File: src/rtl/pico_sequencer.sv
// pico_sequencer: multi-cycle fetch/decode/execute/writeback controller for
// the picoMIPS datapath. It steers the PC, the immediate mux, the register-file
// write, the ALU function and the multiplier start. It stalls on the multiplier
// and on a two-phase user switch handshake.
module pico_sequencer #(
  parameter int MUL_TIMEOUT = 16
) (
  input  logic       clk,
  input  logic       reset,
  input  logic [5:0] instr_opcode,
  input  logic       z,
  input  logic       mul_done,
  input  logic       sw_go,
  output logic       ir_load,
  output logic       PCincr,
  output logic       PCrelbranch,
  output logic       PCabsbranch,
  output logic       imm,
  output logic       w1,
  output logic [2:0] ALUfunc,
  output logic       mul_start,
  output logic       busy,
  output logic       fault
);

  // Opcode map
  localparam logic [5:0] OP_NOP    = 6'b000000;
  localparam logic [5:0] OP_ADD    = 6'b000001;
  localparam logic [5:0] OP_ADDI   = 6'b000010;
  localparam logic [5:0] OP_LDI    = 6'b000011;
  localparam logic [5:0] OP_MUL    = 6'b000100;
  localparam logic [5:0] OP_BEQ    = 6'b000101;
  localparam logic [5:0] OP_J      = 6'b000110;
  localparam logic [5:0] OP_WAITSW = 6'b000111;

  // ALU function codes
  localparam logic [2:0] ALU_PASS_B = 3'b000;
  localparam logic [2:0] ALU_ADD    = 3'b001;
  localparam logic [2:0] ALU_SUB    = 3'b010;

  // The MULWAIT cycle on which the counter holds this value is the last one
  // allowed; the counter counts MULWAIT cycles already spent.
  localparam logic [7:0] CNT_LAST = 8'(MUL_TIMEOUT - 1);

  typedef enum logic [2:0] {
    S_FETCH   = 3'd0,
    S_DECODE  = 3'd1,
    S_EXEC    = 3'd2,
    S_MULWAIT = 3'd3,
    S_SWWAIT  = 3'd4,
    S_WB      = 3'd5
  } state_t;

  state_t     state_reg,   state_next;
  logic [5:0] opcode_reg,  opcode_next;
  logic       fault_reg,   fault_next;
  logic [7:0] cnt_reg,     cnt_next;
  logic       pressed_reg, pressed_next;

  // Raw (pre-reset-gating) output values
  logic       ir_load_raw;
  logic       pc_incr_raw;
  logic       pc_rel_raw;
  logic       pc_abs_raw;
  logic       imm_raw;
  logic       w1_raw;
  logic [2:0] alu_raw;
  logic       mul_start_raw;
  logic       busy_raw;

  logic       opcode_legal;

  // Legal opcodes occupy the low eight codes
  always_comb begin
    opcode_legal = (opcode_reg[5:3] == 3'b000);
  end

  // State and datapath-control registers
  always_ff @(posedge clk) begin
    if (reset) begin
      state_reg   <= S_FETCH;
      opcode_reg  <= OP_NOP;
      fault_reg   <= 1'b0;
      cnt_reg     <= 8'd0;
      pressed_reg <= 1'b0;
    end else begin
      state_reg   <= state_next;
      opcode_reg  <= opcode_next;
      fault_reg   <= fault_next;
      cnt_reg     <= cnt_next;
      pressed_reg <= pressed_next;
    end
  end

  // Next-state and output decode
  always_comb begin
    state_next    = state_reg;
    opcode_next   = opcode_reg;
    fault_next    = fault_reg;
    cnt_next      = cnt_reg;
    pressed_next  = pressed_reg;
    ir_load_raw   = 1'b0;
    pc_incr_raw   = 1'b0;
    pc_rel_raw    = 1'b0;
    pc_abs_raw    = 1'b0;
    imm_raw       = 1'b0;
    w1_raw        = 1'b0;
    alu_raw       = ALU_PASS_B;
    mul_start_raw = 1'b0;
    busy_raw      = 1'b0;

    case (state_reg)
      S_FETCH: begin
        ir_load_raw = 1'b1;
        opcode_next = instr_opcode;
        state_next  = S_DECODE;
      end

      S_DECODE: begin
        // Illegal codes are flagged and then run as NOP by overwriting the
        // latched opcode, so EXEC and WB only ever see legal codes.
        if (!opcode_legal) begin
          fault_next  = 1'b1;
          opcode_next = OP_NOP;
        end
        state_next = S_EXEC;
      end

      S_EXEC: begin
        case (opcode_reg)
          OP_ADD: begin
            alu_raw    = ALU_ADD;
            state_next = S_WB;
          end
          OP_ADDI: begin
            alu_raw    = ALU_ADD;
            imm_raw    = 1'b1;
            state_next = S_WB;
          end
          OP_LDI: begin
            alu_raw    = ALU_PASS_B;
            imm_raw    = 1'b1;
            state_next = S_WB;
          end
          OP_BEQ: begin
            alu_raw     = ALU_SUB;
            pc_rel_raw  = z;
            pc_incr_raw = !z;
            state_next  = S_FETCH;
          end
          OP_J: begin
            pc_abs_raw = 1'b1;
            state_next = S_FETCH;
          end
          OP_MUL: begin
            mul_start_raw = 1'b1;
            cnt_next      = 8'd0;
            state_next    = S_MULWAIT;
          end
          OP_WAITSW: begin
            pressed_next = 1'b0;
            state_next   = S_SWWAIT;
          end
          default: begin
            pc_incr_raw = 1'b1;
            state_next  = S_FETCH;
          end
        endcase
      end

      S_MULWAIT: begin
        busy_raw = 1'b1;
        cnt_next = cnt_reg + 8'd1;
        // A result arriving on the final allowed cycle still wins.
        if (mul_done) begin
          state_next = S_WB;
        end else if (cnt_reg >= CNT_LAST) begin
          fault_next  = 1'b1;
          pc_incr_raw = 1'b1;
          state_next  = S_FETCH;
        end
      end

      S_SWWAIT: begin
        busy_raw = 1'b1;
        if (!pressed_reg) begin
          if (sw_go) begin
            pressed_next = 1'b1;
          end
        end else if (!sw_go) begin
          pc_incr_raw  = 1'b1;
          pressed_next = 1'b0;
          state_next   = S_FETCH;
        end
      end

      S_WB: begin
        w1_raw      = 1'b1;
        pc_incr_raw = 1'b1;
        // Hold the operand selection used in EXEC so the written value is stable.
        case (opcode_reg)
          OP_ADD:  alu_raw = ALU_ADD;
          OP_ADDI: begin
            alu_raw = ALU_ADD;
            imm_raw = 1'b1;
          end
          OP_LDI:  imm_raw = 1'b1;
          default: alu_raw = ALU_PASS_B;
        endcase
        state_next = S_FETCH;
      end

      default: begin
        state_next = S_FETCH;
      end
    endcase
  end

  // Reset forces every output low combinationally, so an aborted instruction
  // cannot strobe the PC or write the register file on the reset cycle.
  always_comb begin
    ir_load     = ir_load_raw   & ~reset;
    PCincr      = pc_incr_raw   & ~reset;
    PCrelbranch = pc_rel_raw    & ~reset;
    PCabsbranch = pc_abs_raw    & ~reset;
    imm         = imm_raw       & ~reset;
    w1          = w1_raw        & ~reset;
    ALUfunc     = alu_raw       & {3{~reset}};
    mul_start   = mul_start_raw & ~reset;
    busy        = busy_raw      & ~reset;
    fault       = fault_reg     & ~reset;
  end

endmodule

File: config.mk
export PLATFORM = sky130hd
export DESIGN_NAME = pico_sequencer
export DESIGN_NICKNAME = d
export VERILOG_FILES = /design/src/rtl/pico_sequencer.sv
export SDC_FILE = /design/constraint.sdc
export NUM_CORES = 1
export LEC_CHECK = 0
export BUFFER_PORTS_ARGS = -buffer_cell sky130_fd_sc_hd__buf_2
export CAP_MARGIN = 40
export CORE_MARGIN = 2
export CORE_UTILIZATION = 27
export CTS_CLUSTER_DIAMETER = 100
export DETAILED_ROUTE_END_ITERATION = 8
export GPL_TIMING_DRIVEN = 1
export PLACE_DENSITY = 0.56
export SETUP_SLACK_MARGIN = 0.5
export SKIP_LAST_GASP = 1
export SYNTH_ARGS = -nofsm -noshare
export SYNTH_HDL_FRONTEND = slang
export SYNTH_SLANG_ARGS = --single-unit
File: constraint.sdc
create_clock -name clk -period 1.88 [get_ports clk]
set_input_delay 0.188 -clock clk [delete_from_list [all_inputs] [get_ports clk]]
set_output_delay 0.188 -clock clk [all_outputs]
set_load 0.02 [all_outputs]
* Word-level counts from Yosys, hierarchy flattened
Index checks and enable logic that the tools add are counted.
Widths: inputs -> output; s select.
** Storage, ports and cells
- Register bits after elaboration :: 19
- Bits of input ports :: 11
- Output and inout bits :: 12
** Cells by class
- $add $sub $neg :: 1
- Order comparisons :: 1
- Equal/unequal tests :: 20
- Multiplexer cells :: 37
- Bitwise logic cells :: 11
- Reduce and logical (&&, ||, !) cells :: 18
** Operators with widths (count)
- $eq 6x3->1 const B :: 4
- $mux 1 :: 21
- $pmux 8 s2 :: 1
- $pmux 3 s5 :: 1
- $ne 2x2->1 const B :: 7
- $eq 6x2->1 const B :: 2
- $mux 3 :: 4
- $pmux 6 s2 :: 1
- $and 1x1->1 :: 9
- $pmux 3 s3 :: 1
- $add 8x1->8 const B :: 1
- $ge 8x4->1 const B :: 1
- $mux 8 :: 1
- $pmux 2 s2 :: 2
- $reduce_bool 2->1 :: 4
- $reduce_or 2->1 :: 4
- $eq 3x2->1 const B :: 2
- $eq 3x3->1 const B :: 2
- $eq 6x1->1 const B :: 1
- $logic_not 3->1 :: 2
- $mux 6 :: 1
- $pmux 1 s2 :: 3
- $reduce_and 2->1 :: 3
- $reduce_or 6->1 :: 1
- other kinds (9) :: 9

* Depth between registers and ports, before layout
Gate-level depths: netlist (run 1).
- Depth in word-level cells :: 5
- Gate-level depth with buffers :: 5
- Depth with buffers taken out :: 5

* Least setup slack after synthesis (run 1)
OpenSTA, ideal clock, no wires.
- Kind :: flip-flop to output port
- Start :: register state_reg[1]
- End :: output port imm
- Data arrival time :: 2.110 ns
- Data required time :: 1.692 ns
- Setup slack :: -0.418 ns
- Stages on the path, launching flop included :: 6
- Buffers on the path :: 1
- Cells stage by stage :: dfxtp_1 buf_4 nand2b_1 nor3b_1 nor2_1 nor4b_1
** Between the ends
- Cells in the longest elaborated chain, start to end :: 4
- Elaborated cells between the ends (all ways) :: 5
** Ends and longest elaborated chain
- start, declared :: RTL line 54 : state_t state_reg, state_next;
- start signal, assigned :: RTL line 87 : state_reg <= state_next;
- $eq 3x3->1 / $eq 3x2->1 (equally long branches) :: RTL line 112 : case (state_reg)
- $reduce_or 2->1 (no source line) *
- $mux 1 *
- $and 1x1->1 * :: RTL line 226 : imm = imm_raw & ~reset;
- end, declared :: RTL line 18 : output logic imm,
Mark *: on every way between the ends. The rest lies on a longest branch, timed or not.

* Worst setup path in the final report (run 1)
- Start :: register state_reg[2]
- End :: output port PCrelbranch
** Between the ends
- Cells in the longest elaborated chain, start to end :: 3
** Ends and longest elaborated chain
- $eq 3x2->1 :: RTL line 112
- $mux 1 :: RTL line 112
- $and 1x1->1 :: RTL line 224 : PCrelbranch = pc_rel_raw & ~reset;
- end, declared :: RTL line 16 : output logic PCrelbranch,
Every way passes these cells.

==> results.txt, run 1 <==
status -> completed
Final nets -> 183
Worst-path clk slew -> 0.07 ns
Die W -> 67.6 um
antenna cells -> 0
HPWL after DPL -> 2050 um
hold buffers post-CTS -> 0
CTS tree -> done
R2R Path End -> state_reg[2]$_SDFFE_PP0P_
full die area -> 4570 sq um
Period minus WS final -> 1.76 ns
WP data required -> 1.69 ns
number of global-route vias before repair -> 1077
area delta synth->final -> 57.5%
commonest non-fill, non-tap cells in the layout -> 17 x buf_4, 12 x buf_2, 11 x a21oi_1, 11 x buf_6, 10 x dfxtp_1
clock skew -> 0.00699 ns
synth top area cells -> dfxtp_1 35%, a21oi_1 6.4%, nor2_1 4.5%
setup TNS -> 0 ns
path depth of the worst reg2reg path -> 5
Initial Util -> 27.7%
r2r setup slk -> 0.29 ns
total of max-cap violations -> 0
CTS Sinks -> 19
Cell Area, Synth -> 1090 sq um
launching point of the worst reg2reg path -> opcode_reg[4]$_SDFFE_PP0P_
Syn Area/Cell -> 7.97 sq um
Pleak -> 0.628 nW
DR pass1 iterations -> 4
number of placement rows -> 23
worst-path fanout max -> 6
DRT iter0 DRCs -> 81
Gate Count Post-Synth -> 137
FF+latch count, synth -> 19
final cell count without fillers -> 220
final instance area -> 1720 sq um
largest net degree at the start of global routing -> 17
Worst setup EP type -> primary output
# H-tree levels -> 1
Max Fclk -> 568 MHz
# port buffers -> 21
die height -> 67.6 um
Post-Place Cell Area -> 1370 sq um
routability cong. -> 0.832
Post-Syn Nets -> 149
area leader, netlist -> dfxtp_1
Setup CP Type -> flop to primary output
first-pass GRT wire length -> 4710 um
CTS root buffer -> clkbuf_8
RSZ-0062 raised after global routing -> yes
endpoints failing hold -> 0
Max VDD drop -> 0.345 mV
DR vias/cell -> 5.18
clock latency on the worst-skew pair -> 0.26 ns
antenna viol nets, final -> 0
share of cells above drive strength 1 -> 54.7%
crit path to -> PCrelbranch
Tcrit/Tclk final -> 93.6%
drt wl/cell -> 14.0 um
clock buffer depth -> 2
register area share after synthesis -> 34.8%
total congestion overflow -> 0
Core ar. -> 3940 sq um
DRT Wirelength -> 3090 um
DP Cell Count -> 204
Power Density -> 711 nW/um^2
Startpoint Class -> flop
DR DRC count -> 0
Ports -> 23
Synth cell types -> 42
Slew Viols, Final -> 0
count of final setup violators -> 0
initial antenna violation count -> 0
Synth Warn # -> 0
GRT Total Usage -> 13.6%
DR vias -> 1140
Worst Path Arrival -> 1.57 ns
post-synth top area share -> 34.8%
commonest non-fill, non-tap cell in the layout -> buf_4
max reg flops -> 8
total CTS buffers -> 3
Hold WC Path Type -> primary input to flop
Setup crit start -> state_reg[2]$_SDFFE_PP0P_
==> metrics by stage <==
step	hold slack (ns)	utilization [%]	total power, mW	setup slack, ns
floorplan	0.332	-	0.738	0.133
global route	0.181	43.6	1.28	0.0639
global placement	0.439	34.7	0.802	0.181
finish	0.174	43.6	1.22	0.120
CTS	0.175	40.0	1.16	0.108
detailed placement	0.451	34.7	0.811	0.136
==> cells by family after synthesis <==
logic type                 share of synthesized area [%]
xor gates and xnor gates                            1.60
muxes                                               2.75
adders and majority gates                           1.15
and+or+nand+nor                                     36.7
AOI/OAI and AO/OA                                   16.8
DFF                                                 34.8
buffers and inverters                               5.84
other                                              0.343
==> worst min path at each step <==
stage	startpoint	slack, ns	end	depth (start not counted)
after global placement	instr_opcode[2]	0.44	opcode_reg[2]$_SDFFE_PP0P_	3
after CTS	instr_opcode[2]	0.17	opcode_reg[2]$_SDFFE_PP0P_	3
after detailed placement	instr_opcode[2]	0.45	opcode_reg[2]$_SDFFE_PP0P_	3
final	instr_opcode[0]	0.17	opcode_reg[0]$_SDFFE_PP0P_	3
after global routing	instr_opcode[1]	0.18	opcode_reg[1]$_SDFFE_PP0P_	3
after floorplan	instr_opcode[2]	0.33	opcode_reg[2]$_SDFFE_PP0P_	2
==> layout make-up <==
class                   instances  area, sq um
clock buffers                   4         45.0
fillers                       376         2220
inverters                       3         11.3
multi-input cells             104          891
flip-flops and latches         19          399
well taps                      50         62.6
repair buffers                 40          312
==> repair_timing <==
action                     4_1_cts  5_1_grt
cloned                           0        0
buffers inserted                 8        4
setup endpoints to repair       29       29
pin swaps                        7       17
gates resized for setup         30       27
==> layer usage <==
layer	wire, um	track usage (%)	vias to the layer above	share of wire (%)
met5	0	0	-	0
met4	15	4.34	0	0.49
met3	128	3.83	4	4.1
met2	1620	24.0	26	52
met1	1330	15.6	548	43
li1	-	-	562	-
==> worst max-delay path, cell delays in order, from the launching register on <==
cell and delay [ns]:
dfxtp_4 0.38, and4bb_2 0.33, nand2_2 0.09, nor4b_4 0.24, and2_4 0.18, buf_6 0.10
==> synthesized netlist by cell type (all sizes together) <==
cell	count
o31a	1
a221oi	1
nand4b	1
o21ai	5
nand3b	3
nand4	2
and4bb	1
a21oi	14
a22oi	1
a2bb2oi	1
a31oi	4
nand3	7
dfxtp	19
nor3b	3
nand2	7
nor2	13
conb	1
buf	6
a21o	1
nor3	9
or3	5
or3b	2
o41ai	1
clkbuf	5
ha	1
and3b	1
or2	3
nor4	2
xnor2	2
mux2i	3
nor4b	4
and2	2
inv	3
and3	1
nand2b	1
nor2b	1
==> where the power goes <==
group	switching, mW	internal, mW	leakage [nW]
Combinational	0.229	0.212	0.446
Clock	0.137	0.151	0.0228
Sequential	0.0540	0.440	0.159
No activity file was read; power rests on OpenSTA's default activity.
==> inputs of run 2 (changes only) <==
==> constraint.sdc (replaced) <==
create_clock -name clk -period 1.88 [get_ports clk]
set_input_delay 0.376 -clock clk [delete_from_list [all_inputs] [get_ports clk]]
set_output_delay 0.376 -clock clk [all_outputs]
set_load 0.02 [all_outputs]
==> run 2 against run 1 <==
Against the previous run: the flow now finishes with violations (negative setup slack); clock-buffer cell count is the same; cell count grew 3.6%; clock power shrank 1%; sequential share of layout area shrank 1.0 points.
==> results.txt, run 2 (synthesis gave the netlist of run 1 again) <==
Worst setup EP type -> primary output
max reg flops -> 8 (unchanged)
worst-path fanout max -> 4 (-2)
Die W -> 67.6 um (unchanged)
CTS tree -> done
full die area -> 4570 sq um (unchanged)
Startpoint Class -> flop
number of global-route vias before repair -> 1200 (+11%)
Post-Place Cell Area -> 1420 sq um (+3.9%)
DRT iter0 DRCs -> 26 (-68%)
Hold WC Path Type -> primary input to flop
Final WS setup -> -0.0780 ns (-0.198 ns)
Power Density -> 744 nW/um^2 (+4.8%)
DR vias -> 1199 (+5.2%)
Final nets -> 191 (+4.4%)
Tcrit/Tclk final -> 104% (+11 points)
DRT Wirelength -> 3420 um (+11%)
total CTS buffers -> 3 (unchanged)
Crit. path cell count -> 5 (unchanged)
largest net degree at the start of global routing -> 15 (-2)
Worst Hold Slack -> 0.378 ns (+0.203 ns)
Max Fclk -> 511 MHz (-10%)
hold buffers post-CTS -> 0 (unchanged)
routability cong. -> 0.772 (-7.2%)
RSZ-0062 raised after global routing -> yes
clock latency on the worst-skew pair -> 0.25 ns (about the same)
final instance area -> 1780 sq um (+3.3%)
Pleak -> 0.678 nW (+8.0%)
Period minus WS final -> 1.96 ns (+0.198 ns)
DR vias/cell -> 5.26 (+1.5%)
count of final setup violators -> 5 (+5)
initial antenna violation count -> 0 (unchanged)
Core ar. -> 3940 sq um (unchanged)
Worst Path Arrival -> 1.58 ns (about the same)
clock buffer depth -> 2 (unchanged)
share of cells above drive strength 1 -> 57.3% (+2.6 points)
failing checks -> negative setup slack
cells along the critical path -> and4bb_2 > nand2_2 > nor4b_4 > and2_4 > buf_6
Placement Setup Slack -> 0.0977 ns (-0.0384 ns)
path depth of the worst reg2reg path -> 7 (+2)
number of placement rows -> 23 (unchanged)
first-pass GRT wire length -> 5590 um (+19%)
Worst Hold Depth -> 3 (unchanged)
endpoints failing hold -> 0 (unchanged)
total congestion overflow -> 0 (unchanged)
Ports -> 23 (unchanged)
commonest non-fill, non-tap cells in the layout -> 25 x buf_4, 12 x buf_2, 11 x buf_6, 10 x nor2_1, 10 x dfxtp_1
antenna cells -> 0 (unchanged)
HPWL after DPL -> 2320 um (+13%)
CP max-delay cell -> dfxtp_2
DR pass1 iterations -> 4 (unchanged)
Max VDD drop -> 0.280 mV (-19%)
status -> finished, violations left
Slew Viols, Final -> 0 (unchanged)
drt wl/cell -> 15.0 um (+7.0%)
WP data required -> 1.50 ns (-0.19 ns)
GRT Total Usage -> 16.1% (+2.5 points)
CTS Sinks -> 19 (unchanged)
# H-tree levels -> 1 (unchanged)
CP Buf/Inv Count -> 1 (unchanged)
# port buffers -> 21 (unchanged)
total of max-cap violations -> 0 (unchanged)
DR DRC count -> 0 (unchanged)
delay-heaviest family, CP -> simple AND/OR/NAND/NOR gates
area delta synth->final -> 62.8%
die height -> 67.6 um (unchanged)
clock skew -> 0.00273 ns (-0.00426 ns)
Initial Util -> 27.7% (unchanged)
Worst-path clk slew -> 0.07 ns (about the same)
Fill cells -> 368 (-2.1%)
commonest non-fill, non-tap cell in the layout -> buf_4
antenna viol nets, final -> 0 (unchanged)
Crit path largest cell delay -> 0.35 ns (-0.03 ns)
CTS root buffer -> clkbuf_8
Setup CP Type -> flop to primary output
Final Power -> 1.32 mW (+8.3%)
==> run 2: area by class of cell <==
| type | count | area [sq um] | area share [%] |
|---|---|---|---|
| flip-flops and latches | 19 | 394 | 22.2 |
| inverters | 3 | 11.3 | 0.633 |
| well taps | 50 | 62.6 | 3.52 |
| multi-input cells | 104 | 893 | 50.2 |
| clock buffers | 4 | 45.0 | 2.53 |
| repair buffers | 48 | 372 | 20.9 |
==> run 2: worst paths after layout <==
check / slack [ns] / start / to
worst max register to register: 0.13 / state_reg[2]$_SDFFE_PP0P_ / cnt_reg[7]$_SDFFE_PP0P_
worst max-delay path: -0.08 / state_reg[2]$_SDFFE_PP0P_ / PCrelbranch
worst min register to register: 0.51 / cnt_reg[7]$_SDFFE_PP0P_ / cnt_reg[7]$_SDFFE_PP0P_
worst min-delay path: 0.38 / instr_opcode[0] / opcode_reg[0]$_SDFFE_PP0P_
==> run 2: repair_timing <==
item,in CTS,in global routing
buffers inserted,13,2
endpoints found under the setup margin,26,30
resized for setup,34,19
pin swaps,18,10
endpoints found under the hold margin,0,0
==> run 2: layer usage <==
layer	track usage, %	up-vias	wire (um)	part of all wire (%)
met5	0	-	0	0
met4	5.36	0	70	2.0
met3	2.17	10	129	3.8
met2	30.6	30	1770	52
met1	18.1	579	1450	42
li1	-	580	-	-
==> run 2: stage by stage <==
stage / cells / TNS, ns / utilization, %
after floorplan: 137 / -0.0455 / -
after global placement: 209 / 0 / 36.1
after detailed placement: 209 / 0 / 36.1
after CTS: 226 / -0.135 / 42.8
after global routing: 228 / -0.708 / 45.1
final: 228 / -0.194 / 45.1
==> run 2: worst register-to-register path, stage by stage, from the launching register on <==
cell	delay (ns)
dfxtp_2	0.35
buf_4	0.14
buf_6	0.12
buf_6	0.13
nand4b_1	0.22
or3_1	0.38
or2_0	0.20
a21oi_1	0.15
==> run 2: where the power goes <==
group          internal [mW]  switching [mW]  leakage, nW
clock                  0.150           0.133       0.0228
combinational          0.282           0.268        0.497
sequential             0.440          0.0499        0.159
